$ cat config.mk
export PLATFORM = sky130hd
export DESIGN_NAME = jtag_host
export DESIGN_NICKNAME = d
export VERILOG_FILES = /design/src/rtl/jtag_pkg.sv /design/src/rtl/jtag_tap_model.sv /design/src/rtl/jtag_host.sv
export SDC_FILE = /design/constraint.sdc
export NUM_CORES = 1
export LEC_CHECK = 0
export BUFFER_PORTS_ARGS = -buffer_cell sky130_fd_sc_hd__buf_2
export CAP_MARGIN = 20
export CORE_MARGIN = 4
export CORE_UTILIZATION = 45
export CTS_CLUSTER_DIAMETER = 30
export CTS_CLUSTER_SIZE = 20
export DETAILED_ROUTE_END_ITERATION = 16
export PLACE_DENSITY = 0.72
export SKIP_CTS_REPAIR_TIMING = 1
export SLEW_MARGIN = 20
export SYNTH_ARGS = -nofsm -noshare
export SYNTH_HDL_FRONTEND = slang
export SYNTH_SLANG_ARGS = --single-unit
$ cat constraint.sdc
create_clock -name tck -period 5.4 [get_ports tck]
set_input_delay 0.54 -clock tck [delete_from_list [all_inputs] [get_ports tck]]
set_output_delay 0.54 -clock tck [all_outputs]
set_load 0.005 [all_outputs]
$ cat src/rtl/jtag_pkg.sv
// Shared JTAG definitions: TAP controller states, host sizing and the IR opcodes
// understood by the target.
package jtag_pkg;

  typedef enum logic [3:0] {
    TestLogicReset,
    RunTestIdle,
    SelectDrScan,
    CaptureDr,
    ShiftDr,
    Exit1Dr,
    PauseDr,
    Exit2Dr,
    UpdateDr,
    SelectIrScan,
    CaptureIr,
    ShiftIr,
    Exit1Ir,
    PauseIr,
    Exit2Ir,
    UpdateIr
  } tap_ctrl_fsm_t;

  localparam int unsigned JTAG_HOST_MAX_LEN = 64;

  localparam int unsigned            JTAG_IR_W      = 5;
  localparam logic [JTAG_IR_W-1:0]   JTAG_IR_IDCODE = 5'b00001;
  localparam logic [JTAG_IR_W-1:0]   JTAG_IR_BYPASS = 5'b11111;

endpackage

$ cat src/rtl/jtag_tap_model.sv
// Combinational IEEE 1149.1 TAP controller next-state function, shared by host and target.
module jtag_tap_model
  import jtag_pkg::*;
(
  input  tap_ctrl_fsm_t state,
  input  logic          tms,
  output tap_ctrl_fsm_t next_state
);

  always_comb begin
    next_state = state;
    case (state)
      TestLogicReset: next_state = tms ? TestLogicReset : RunTestIdle;
      RunTestIdle:    next_state = tms ? SelectDrScan   : RunTestIdle;
      SelectDrScan:   next_state = tms ? SelectIrScan   : CaptureDr;
      CaptureDr:      next_state = tms ? Exit1Dr        : ShiftDr;
      ShiftDr:        next_state = tms ? Exit1Dr        : ShiftDr;
      Exit1Dr:        next_state = tms ? UpdateDr       : PauseDr;
      PauseDr:        next_state = tms ? Exit2Dr        : PauseDr;
      Exit2Dr:        next_state = tms ? UpdateDr       : ShiftDr;
      UpdateDr:       next_state = tms ? SelectDrScan   : RunTestIdle;
      SelectIrScan:   next_state = tms ? TestLogicReset : CaptureIr;
      CaptureIr:      next_state = tms ? Exit1Ir        : ShiftIr;
      ShiftIr:        next_state = tms ? Exit1Ir        : ShiftIr;
      Exit1Ir:        next_state = tms ? UpdateIr       : PauseIr;
      PauseIr:        next_state = tms ? Exit2Ir        : PauseIr;
      Exit2Ir:        next_state = tms ? UpdateIr       : ShiftIr;
      UpdateIr:       next_state = tms ? SelectDrScan   : RunTestIdle;
      default:        next_state = TestLogicReset;
    endcase
  end

endmodule

$ cat src/rtl/jtag_host.sv
// JTAG scan host: runs the TAP reset sequence, then executes one IR or DR scan per command
// and returns the captured TDO bits. Control state moves on rising tck, TAP pins on falling.
module jtag_host
  import jtag_pkg::*;
#(
  parameter int unsigned MAX_LEN     = JTAG_HOST_MAX_LEN,
  parameter int unsigned LEN_W       = $clog2(MAX_LEN + 1),
  parameter int unsigned RST_TMS_CNT = 5
) (
  input  logic               tck,
  input  logic               trstn,
  input  logic               cmd_valid_i,
  output logic               cmd_ready_o,
  input  logic               cmd_ir_i,
  input  logic [LEN_W-1:0]   cmd_len_i,
  input  logic [MAX_LEN-1:0] cmd_data_i,
  output logic               rsp_valid_o,
  input  logic               rsp_ready_i,
  output logic [MAX_LEN-1:0] rsp_data_o,
  output logic               rsp_err_o,
  output logic               tms_o,
  output logic               tdi_o,
  input  logic               tdo_i,
  output logic               busy_o
);

  localparam int unsigned        RstCntW = $clog2(RST_TMS_CNT + 2);
  localparam logic [RstCntW-1:0] RstDone = RstCntW'(RST_TMS_CNT + 1);
  localparam logic [LEN_W-1:0]   LenMax  = LEN_W'(MAX_LEN);

  tap_ctrl_fsm_t      tap_q, tap_next;
  logic [RstCntW-1:0] rst_cnt_q;
  logic               active_q, zero_q, busy_q, rsp_valid_q, rsp_err_q, ir_q;
  logic [LEN_W-1:0]   len_q, cnt_q, len_sat;
  logic [MAX_LEN-1:0] data_q, rsp_data_q;
  logic               tms_q, tdi_q, tms_d, tdi_d;
  logic               rst_done, in_shift, accept, done, active_d, zero_d, busy_d;

  jtag_tap_model u_tap_model (
    .state      (tap_q),
    .tms        (tms_q),
    .next_state (tap_next)
  );

  assign rst_done    = (rst_cnt_q == RstDone);
  assign in_shift    = (tap_q == ShiftDr) || (tap_q == ShiftIr);
  assign cmd_ready_o = (tap_q == RunTestIdle) && !rsp_valid_q && !busy_q;
  assign accept      = cmd_valid_i && cmd_ready_o;
  assign len_sat     = (cmd_len_i > LenMax) ? LenMax : cmd_len_i;
  // The Update state always leaves with TMS=0, so it is the last edge of a scan.
  assign done        = active_q && ((tap_q == UpdateDr) || (tap_q == UpdateIr));
  assign zero_d      = accept && (len_sat == '0);
  assign active_d    = (accept && (len_sat != '0)) || (active_q && !done);
  assign busy_d      = !((tap_q == RunTestIdle) && rst_done && !active_d && !zero_d);

  always_ff @(posedge tck or negedge trstn) begin
    if (!trstn) begin
      tap_q       <= TestLogicReset;
      rst_cnt_q   <= '0;
      active_q    <= 1'b0;
      zero_q      <= 1'b0;
      busy_q      <= 1'b1;
      ir_q        <= 1'b0;
      len_q       <= '0;
      cnt_q       <= '0;
      data_q      <= '0;
      rsp_data_q  <= '0;
      rsp_err_q   <= 1'b0;
      rsp_valid_q <= 1'b0;
    end else begin
      tap_q    <= tap_next;
      active_q <= active_d;
      zero_q   <= zero_d;
      busy_q   <= busy_d;
      if (!rst_done) begin
        rst_cnt_q <= rst_cnt_q + RstCntW'(1);
      end
      if (accept) begin
        ir_q       <= cmd_ir_i;
        len_q      <= len_sat;
        data_q     <= cmd_data_i;
        cnt_q      <= '0;
        rsp_data_q <= '0;
        rsp_err_q  <= (len_sat == '0);
      end else if (active_q && in_shift) begin
        rsp_data_q <= rsp_data_q | (MAX_LEN'(tdo_i) << cnt_q);
        data_q     <= data_q >> 1;
        cnt_q      <= cnt_q + LEN_W'(1);
      end
      if (rsp_valid_q && rsp_ready_i) begin
        rsp_valid_q <= 1'b0;
      end else if (done || zero_q) begin
        rsp_valid_q <= 1'b1;
      end
    end
  end

  always_comb begin
    tms_d = 1'b0;
    tdi_d = 1'b0;
    if (!rst_done) begin
      tms_d = (rst_cnt_q < RstCntW'(RST_TMS_CNT));
    end else if (active_q) begin
      case (tap_q)
        RunTestIdle:      tms_d = 1'b1;
        SelectDrScan:     tms_d = ir_q;
        ShiftDr, ShiftIr: begin
          tms_d = (cnt_q == len_q - LEN_W'(1));
          tdi_d = data_q[0];
        end
        Exit1Dr, Exit1Ir: tms_d = 1'b1;
        default:          tms_d = 1'b0;
      endcase
    end
  end

  // Pins launched on the falling edge stay stable across the target's rising-edge sample.
  always_ff @(negedge tck or negedge trstn) begin
    if (!trstn) begin
      tms_q <= 1'b1;
      tdi_q <= 1'b0;
    end else begin
      tms_q <= tms_d;
      tdi_q <= tdi_d;
    end
  end

  assign tms_o       = tms_q;
  assign tdi_o       = tdi_q;
  assign rsp_valid_o = rsp_valid_q;
  assign rsp_data_o  = rsp_data_q;
  assign rsp_err_o   = rsp_err_q;
  assign busy_o      = busy_q;

endmodule

[Yosys cells after proc, flatten, opt, wreduce, memory -nomap -nowiden]
Cells that the tools add are included.
Storage, ports and cells
  register bits: 157
  bits in latches: 0
  RAM bits: 0
  bits in read-only memories: 0
  input port bits: 77
  output and inout bits: 70
  word-level logic and storage cells: 98
  memories kept: 0
Operators by class
  $add $sub $neg: 3
  multipliers: 0
  divide/modulo/power cells: 0
  order comparisons: 2
  equality and inequality tests: 17
  shift-type cells: 1
  muxes and demuxes: 28
  bitwise operators: 1
  reductions and logical operators: 32
Operators by type and width (number)
  $mux W64: 4
  $or A64 B64 Y64: 1
  $shl A1 B7 Y64: 1
  $pmux W4 S12: 1
  $eq A4 B4 Y1 const B: 8
  $mux W7: 3
  $eq A4 B3 Y1 const B: 4
  $mux W4: 4
  $logic_and A1 B1 Y1: 12
  $mux W1: 10
  $eq A4 B2 Y1 const B: 2
  $add A7 B1 Y7 const B: 1
  $eq A7 B7 Y1: 1
  $gt A7 B7 Y1 const B: 1
  $logic_not A7 Y1: 1
  $reduce_bool A7 Y1: 1
  $sub A7 B1 Y7 const B: 1
  $logic_not A1 Y1: 6
  $mux W2: 3
  $mux W3: 2
  $reduce_or A2 Y1: 3
  $reduce_or A3 Y1: 2
  $eq A4 B1 Y1 const B: 1
  $logic_not A4 Y1: 1
  6 further kinds: 10

[Logic depth before layout (Yosys ltp)]
  depth after elaboration: 10
  mapped depth: 8
  depth with buffers taken out: 7

[Modules after synthesis]
A second synthesis with hierarchy kept.
Second synthesis, totals
  cells, all modules: 731
  area total of the unflattened synthesis: 7135.6 µm²
Modules (own cells, without submodules)
  jtag_host: times used 1, cells an instance 698, area each 6926.6 µm², seq. area each 3931.3 µm²
  jtag_tap_model: times used 1, cells an instance 33, area each 209.0 µm², seq. area each 0.0 µm²

==> impl_metrics.yaml <==
status:
  outcome: "finished with violations"
  violations: "negative hold slack"
placed_design:
  post_dp_cell_area_mm2: 0.00774
  dpl.hpwl_um: 10800
  io_buffers: 146
  post-place-ws_ns: 0.917
  gp_congestion: 0.790
sta:
  setup_tns_ns: 0
  whs_ns: -0.000765
  slew_headroom_pct: 23.8
  rsz0062_at_grt: "false"
  fin_skew_ns: 0.0300
  setup-violations-final: 0
  tightestPinTransition_ns: 1.13
  fin_ws_ns: 0.865
  maxSlewViolCount: 0
  hold_viol: 4
worst_setup_path:
  worstPathCellList: "inv_1, ha_1, nor3b_1, mux2i_1, mux2i_1, a21oi_1, o21ai_0"
  worstPathMaxFanout: 3
  slowest_delay_ns: 0.48
  end_kind: "flop"
  cp.required_ns: 3.05
  critPathArrivalTime_ns: 2.19
  startpoint_type: "flop"
  crit_top_cell: "mux2i_1"
  critPathKind: "flop to flop"
  crit_path_top_delay_cell: "nor3b_1"
floorplanning:
  dieArea_mm2: 0.0176
  ios: 147
  die_y_um: 132
  die_w_um: 132
  fp-row-count: 45
  core-area_mm2: 0.0152
  start_util_pct: 45.9
drt:
  wire_per_inst_um: 15.3
  vias: 5712
  firstDrtPassIters: 5
  drc: 0
  vias_per_cell: 5.26
  drt_iter0_markers: 367
  ant_nets: 0
  routed_wl_um: 16700
final_layout:
  nFillCells: 1468
  antennaDiodeCount: 0
  syn2layout_area_growth_pct: 18.8
  drive_gt1_share_pct: 21.5
  final_area_mm2: 0.00828
  nNetsFinal: 966
clocking:
  cts_tree: "built"
  cts_sinks: 157
  cts_buffers: 17
  cts_buffer_depth: 2
  cts-root-buf: "clkbuf_16"
  clock_latency_ns: 0.44
  clk_pin_slew_ns: 0.06
  htree_levels: 4
pwr:
  p_leak_nw: 4.05
  power_density_mw_per_mm2: 284
  fin_total_pwr_mw: 2.35
  ir_worst_vdd_mv: 0.235
global_routing:
  grt_usage_pct: 19.2
  antenna_found_initial: 0
  grt_max_degree: 128
  grt_pass1_wl_um: 27600
  gr-total-overflow: 0
  grt_pass1_vias: 5398
logic_synthesis:
  syn_nets: 846
  netlist_top_cells_count: "nand2_1, dfrtp_1, nor2_1"
  post-synth-top-count-cell: "nand2_1"
  avgSynthCellArea_um2: 9.11
  syn_area_mm2: 0.00697
  synth_top_cell_area_share_pct: 55.3
  ys_warn_count: 0
  ys_seq_elements: 157
  synthFlopType: "dfrtp_1"
  synthCells: 765
  yosys-top-cells-area: "dfrtp_1, nand2_1, nor2_1, a31oi_1, a21oi_1"
  synth-edff-count: 0
  seq_area_frac_synth_pct: 56.4
  ys_types: 51
  synth.largest_area_cell: "dfrtp_1"
  synth_async_sr_flop_share_pct: 100
hold_path:
  hp-class: "input port to async pin"
run:
  maxCapViolCount: 0
power by group:
| group | internal, mW | switching (mW) | total [mW] |
|---|---|---|---|
| combinational | 0.0354 | 0.0462 | 0.0816 |
| clock | 0.608 | 0.467 | 1.08 |
| sequential | 1.19 | 0.00693 | 1.20 |
placed cells by master, fill, tap and decap left out, types with 2 or more instances in the layout:
cell type and count:
xor2_1 5, clkbuf_16 17, o21ai_0 27, nor2_1 114
buf_4 4, dfrtp_1 154, a21o_1 2, nand2_1 187
dfstp_2 2, clkbuf_1 2, inv_1 8, or3_1 3
and3_1 2, a22o_1 8, nand2b_1 5, clkinvlp_4 5
o21ai_1 4, clkbuf_8 2, xnor2_1 11, a31oi_1 67
buf_2 146, nor2b_1 6, nor4_4 2, nand3b_1 6
clkinv_2 4, buf_6 2, a21oi_1 42, nor3_1 15
ha_1 4, nor4_1 2, mux2i_1 2, nand3_1 13
final cells by class:
type	instances	area, um2	share of cell area, %
clock buffers	21	460	5.56
well taps	188	235	2.84
clock inverters	12	73.8	0.891
multi-input cells	549	2770	33.5
flip-flops and latches	157	3930	47.5
repair buffers	152	783	9.46
inverters	7	26.3	0.317
metrics by stage:
stage	utilization [%]	cells	hold slack [ns]
detailed placement	50.9	1053	0.445
global placement	50.9	1053	0.444
global route	54.5	1086	0.00663
finish	54.5	1086	-0.000765
CTS	54.4	1085	-0.00489
floorplan	-	765	0.244
state kept, by name, indices dropped and copies added (netlist names):
signal,flops
tms_o,1
busy_o,1
cnt_q,7
active_q,1
tap_q,4
rsp_valid_o,1
data_q,64
rsp_err_o,1
rsp_data_o,64
len_q,7
tdi_o,1
ir_q,1
rst_cnt_q,3
zero_q,1
per-layer routing:
layer | track usage [%] | part of all wire [%]
met3 | 3.80 | 3.6
met4 | 6.47 | 1.2
met1 | 27.6 | 48
met2 | 29.2 | 47
met5 | 0 | 0
critical path, delay by kind of cell, from the launching register on:
family          cells  cell delay (ns)
fa+ha+maj           1             0.18
compound gates      2             0.29
mux                 2             0.35
simple gates        1             0.48
flops               1             0.40
buf+inv             1             0.08
worst paths after layout:
| check | to | cells past startpoint | slack, ns | start |
|---|---|---|---|---|
| min reg2reg | rsp_err_o | 1 | 0.47 | rsp_err_o |
| min in group tck | ir_q | 3 | 0.32 | cmd_ir_i |
| max reg2reg | tms_o | 7 | 0.86 | len_q[0] |
| max in group asynchronous | tms_o | 1 | 2.44 | trstn |
| min | rsp_data_o[42] | 1 | -0.0008 | trstn |
| max | tms_o | 7 | 0.86 | len_q[0] |
logic make-up after synthesis:
kind of cell	share of synthesized area, %
flops	56.4
xor+xnor	2.01
compound gates	13.8
buf+inv	3.98
mux	0.287
fa+ha+maj	0.718
simple gates	22.8
Power figures use the tool's default switching activity.
